--- src/rtl/uart_loader.sv ---
// UART 8N1 program loader: turns received bytes into zero-extended words at
// word-aligned addresses and flags completion after a line-idle timeout.
module uart_loader #(
   parameter int DATA_WIDTH = 32,
   parameter int BPS_CNT    = 434,
   parameter int MAX_IDLE   = 500000
) (
   input  logic                  clk,
   input  logic                  reset,
   input  logic                  rx,
   output logic [DATA_WIDTH-1:0] DataOut,
   output logic [DATA_WIDTH-1:0] Address,
   output logic                  Done
);

   localparam int CW = $clog2(BPS_CNT);
   localparam int IW = $clog2(MAX_IDLE + 1);
   localparam logic [CW-1:0] BIT_LAST  = CW'(BPS_CNT - 1);
   localparam logic [CW-1:0] HALF_LAST = CW'(BPS_CNT / 2 - 1);
   localparam logic [IW-1:0] IDLE_MAX  = IW'(MAX_IDLE);

   typedef enum logic [1:0] {S_IDLE, S_START, S_DATA, S_STOP} state_e;

   state_e                state_q;
   logic                  rx_s1_q, rx_s2_q, rx_s3_q;
   logic [CW-1:0]         baud_q;
   logic [2:0]            bit_q;
   logic [7:0]            shift_q;
   logic                  rx_done_q;
   logic [DATA_WIDTH-1:0] wptr_q;
   logic [IW-1:0]         idle_cnt_q;
   logic [IW-1:0]         idle_cnt_d;
   logic                  armed_q;
   logic                  rx_fall;

   assign rx_fall    = rx_s3_q & ~rx_s2_q;
   assign idle_cnt_d = idle_cnt_q + IW'(1);

   // Line idles high, so the synchroniser resets to 1 to avoid a false start edge.
   always_ff @(posedge clk) begin
      if (!reset) begin
         rx_s1_q <= 1'b1;
         rx_s2_q <= 1'b1;
         rx_s3_q <= 1'b1;
      end else begin
         rx_s1_q <= rx;
         rx_s2_q <= rx_s1_q;
         rx_s3_q <= rx_s2_q;
      end
   end

   always_ff @(posedge clk) begin
      if (!reset) begin
         state_q   <= S_IDLE;
         baud_q    <= '0;
         bit_q     <= '0;
         shift_q   <= '0;
         rx_done_q <= 1'b0;
      end else begin
         rx_done_q <= 1'b0;
         case (state_q)
            S_IDLE: begin
               if (rx_fall && !Done) begin
                  state_q <= S_START;
                  baud_q  <= '0;
                  bit_q   <= '0;
               end
            end
            S_START: begin
               if (baud_q == HALF_LAST) begin
                  baud_q  <= '0;
                  state_q <= rx_s2_q ? S_IDLE : S_DATA;
               end else begin
                  baud_q <= baud_q + CW'(1);
               end
            end
            S_DATA: begin
               if (baud_q == BIT_LAST) begin
                  baud_q  <= '0;
                  shift_q <= {rx_s2_q, shift_q[7:1]};
                  bit_q   <= bit_q + 3'd1;
                  if (bit_q == 3'd7) state_q <= S_STOP;
               end else begin
                  baud_q <= baud_q + CW'(1);
               end
            end
            S_STOP: begin
               if (baud_q == BIT_LAST) begin
                  baud_q    <= '0;
                  rx_done_q <= rx_s2_q;
                  state_q   <= S_IDLE;
               end else begin
                  baud_q <= baud_q + CW'(1);
               end
            end
            default: state_q <= S_IDLE;
         endcase
      end
   end

   // Accepted bytes win over the timeout; a falling edge restarts the idle count.
   always_ff @(posedge clk) begin
      if (!reset) begin
         DataOut    <= '0;
         Address    <= '0;
         Done       <= 1'b0;
         wptr_q     <= '0;
         idle_cnt_q <= '0;
         armed_q    <= 1'b0;
      end else if (rx_done_q) begin
         DataOut    <= {{(DATA_WIDTH-8){1'b0}}, shift_q};
         Address    <= wptr_q;
         wptr_q     <= wptr_q + DATA_WIDTH'(4);
         armed_q    <= 1'b1;
         idle_cnt_q <= '0;
      end else if (rx_fall) begin
         idle_cnt_q <= '0;
      end else if (armed_q && !Done && state_q == S_IDLE) begin
         idle_cnt_q <= idle_cnt_d;
         if (idle_cnt_d == IDLE_MAX) begin
            Done    <= 1'b1;
            DataOut <= '0;
         end
      end
   end

endmodule

--- config.mk ---
export PLATFORM = sky130hd
export DESIGN_NAME = uart_loader
export DESIGN_NICKNAME = d
export VERILOG_FILES = /design/src/rtl/uart_loader.sv
export SDC_FILE = /design/constraint.sdc
export NUM_CORES = 1
export LEC_CHECK = 0
export ABC_AREA = 1
export ABC_CLOCK_PERIOD_IN_PS = 3700
export CORE_ASPECT_RATIO = 1.1
export CORE_MARGIN = 4
export CORE_UTILIZATION = 60
export DETAILED_ROUTE_END_ITERATION = 16
export PLACE_DENSITY = 0.85
export SYNTH_ARGS = -nofsm -noshare
export SYNTH_HDL_FRONTEND = slang
export SYNTH_SLANG_ARGS = --single-unit
--- constraint.sdc ---
create_clock -name clk -period 3.7 [get_ports clk]
set_clock_uncertainty 0.15 [all_clocks]
set_input_delay 0.555 -clock clk [delete_from_list [all_inputs] [get_ports clk]]
set_output_delay 0.555 -clock clk [all_outputs]
set_load 0.1 [all_outputs]
==> metrics.txt <==
most frequent cells in the layout nand2_1 (138), dfxtp_1 (114), inv_1 (81); Final Hold Fails 0; die area 10680 µm²; count of different cell masters after synthesis 40; n_diodes 0; vias in the first global route 4930; Routed wire per std cell 14.05 µm; fin util 72.98%; post-route cell area 6476 µm²; Row Count 36; post-cts sizing count 0; Worst Tran Pin Value 0.9799 ns; class of the worst hold path register to register; buffer depth of the longest clock path 2; first-pass GRT wire length 22090 µm; critical path fanouts, max 3; Yosys warnings 0; Slew Viols, Final 0; Syn Area/Cell 7.254 µm²; ANT nets after route 0; number of clock sinks 115; max frequency 363.3 MHz; postcts setup bufs 0; DP Area 5852 µm²; CP max stage cell clkdlybuf4s50_1; detailed placement HPWL 8736 µm; CTS H-Tree Depth 4; Lkg Pwr 2.481 nW; Finish-stage setup viols 0; Die Ht 108.0 µm; Area growth syn-to-layout 18.72%; Pwr Total 3.182 mW; crit-path leading delay family buffers and inverters; CP endpoint kind output pin; relative slew slack 34.47%; CP Cell Sequence clkdlybuf4s50_1; Overall Global Routing Usage 25.26%; DRT Pass-1 Iters 5; die span in x 98.92 µm; register area 2303 µm²; register bit total from synthesis 115; WP buf/inv 1; Pwr per Cell Area 491.3 nW/µm²; CTS tree built; Fin Setup TNS 0 ns; vias post-DR 5127; io pins 68; worst skew pair latency 0.52 ns; port bufs 41; # fillers 698; largest net degree at the start of global routing 63; core area 8874 µm²; Req. time, crit path 2.99 ns; startpoint types register; Post-Syn Instances 752; commonest non-fill, non-tap cell in the layout nand2_1; fin crit share 74.39%; Via density 5.579; fin crit period 2.753 ns; Worst-path clk slew 0.06 ns; Multi-input gate area 2646 µm²; DR iter-0 viols 255; root buf cell clkbuf_8; CTS Hold Buffers Added 0; CTS Buf Count 17; status complete, no violations; Placer Congestion 0.9196; max-capacitance violation count 0; RSZ-0062 raised after global routing false; layout net count 803; layout cell share with drive strength beyond 1 8.323%; Remaining Overflow, GRT 0; WL final 12920 µm; Setup Crit Path Kind register to output pin; Synth Cell Area 5455 µm²; Peak VDD IR 0.3351 mV; CP arrival 2.05 ns; sequential-to-total area share from yosys stat 42.20%; Initial Util 61.48%; DRC Markers 0; initial antenna violation count 0; CP max stage delay 1.16 ns
==> synthesized netlist by cell type, drive strengths merged <==
master	n	area, µm²
a211oi	5	37.54
a21oi	75	379.1
a22oi	1	7.510
a31oi	6	37.54
buf	34	229.0
clkbuf	16	60.06
clkinv	2	7.510
conb	1	3.750
dfxtp	115	2302
ha	8	100.1
inv	81	304.0
nand2	142	543.0
nand3	36	210.2
nand3b	2	15.01
nand4	15	108.9
nor2	90	390.4
nor3	23	130.1
nor3b	3	32.53
nor4	5	31.28
o2111ai	1	8.760
o211a	2	20.02
o211ai	4	30.03
o21a	2	15.01
o21ai	71	355.3
o21bai	1	7.510
o22ai	1	6.260
or2	2	12.51
xnor2	2	17.52
xor2	6	52.55
==> power by group <==
group	internal [mW]	switching (mW)
logic	0.0278	0.186
registers	1.25	0.00801
clock network	1.13	0.579
==> metal layers <==
layer,GRT usage (%),routed length (µm),vias up,share of wire (%)
met5,0,0,-,0
met4,10.15,347,0,2.7
met3,6.516,751,39,5.8
met2,44.82,6663,191,52
met1,28.94,5153,2376,40
li1,-,-,2521,-
==> through the flow <==
| step | setup slack [ns] | std cells | hold slack (ns) |
|---|---|---|---|
| finish | 0.9474 | 919 | 0.2866 |
| global route | 0.8864 | 919 | 0.3117 |
| detailed placement | 1.336 | 887 | 0.2711 |
| floorplan | 1.694 | 777 | 0.2425 |
| CTS | 0.9289 | 919 | 0.2851 |
| global placement | 1.458 | 887 | 0.2696 |
==> logic make-up (layout without fill, tap and decap cells) <==
family	Yosys count	in the layout	synth area share [%]
fa+ha+maj	8	8	1.835
buf+inv	133	161	11.01
flops	115	115	42.20
xor+xnor	8	8	1.284
other cells	1	26	0.06874
compound gates	169	169	16.58
simple gates	318	318	27.02
==> sequential cells by signal (all words and copies together), names as in the netlist, 3 cells and up, named ones only <==
signal and count:
wptr_q 30, baud_q 9, shift_q 8, idle_cnt_q 19, Address 30, bit_q 3
DataOut 8
==> final cells by class <==
class / instances / share of cell area [%]
clock buffers: 20 / 6.878
clock inverters: 12 / 2.763
inverters: 83 / 4.811
repair buffers: 46 / 6.917
multi-input cells: 529 / 40.86
well taps: 114 / 2.202
flip-flops and latches: 115 / 35.57
==> worst paths after layout <==
path | from | endpoint | slack, ns | cells past startpoint
max | Done | Done | 0.95 | 1
min | rx_s1_q | rx_s2_q | 0.29 | 1
max reg2reg | rx_done_q | wptr_q[27] | 1.32 | 10
min reg2reg | rx_s1_q | rx_s2_q | 0.29 | 1
No activity file was read; power rests on OpenSTA's default activity.
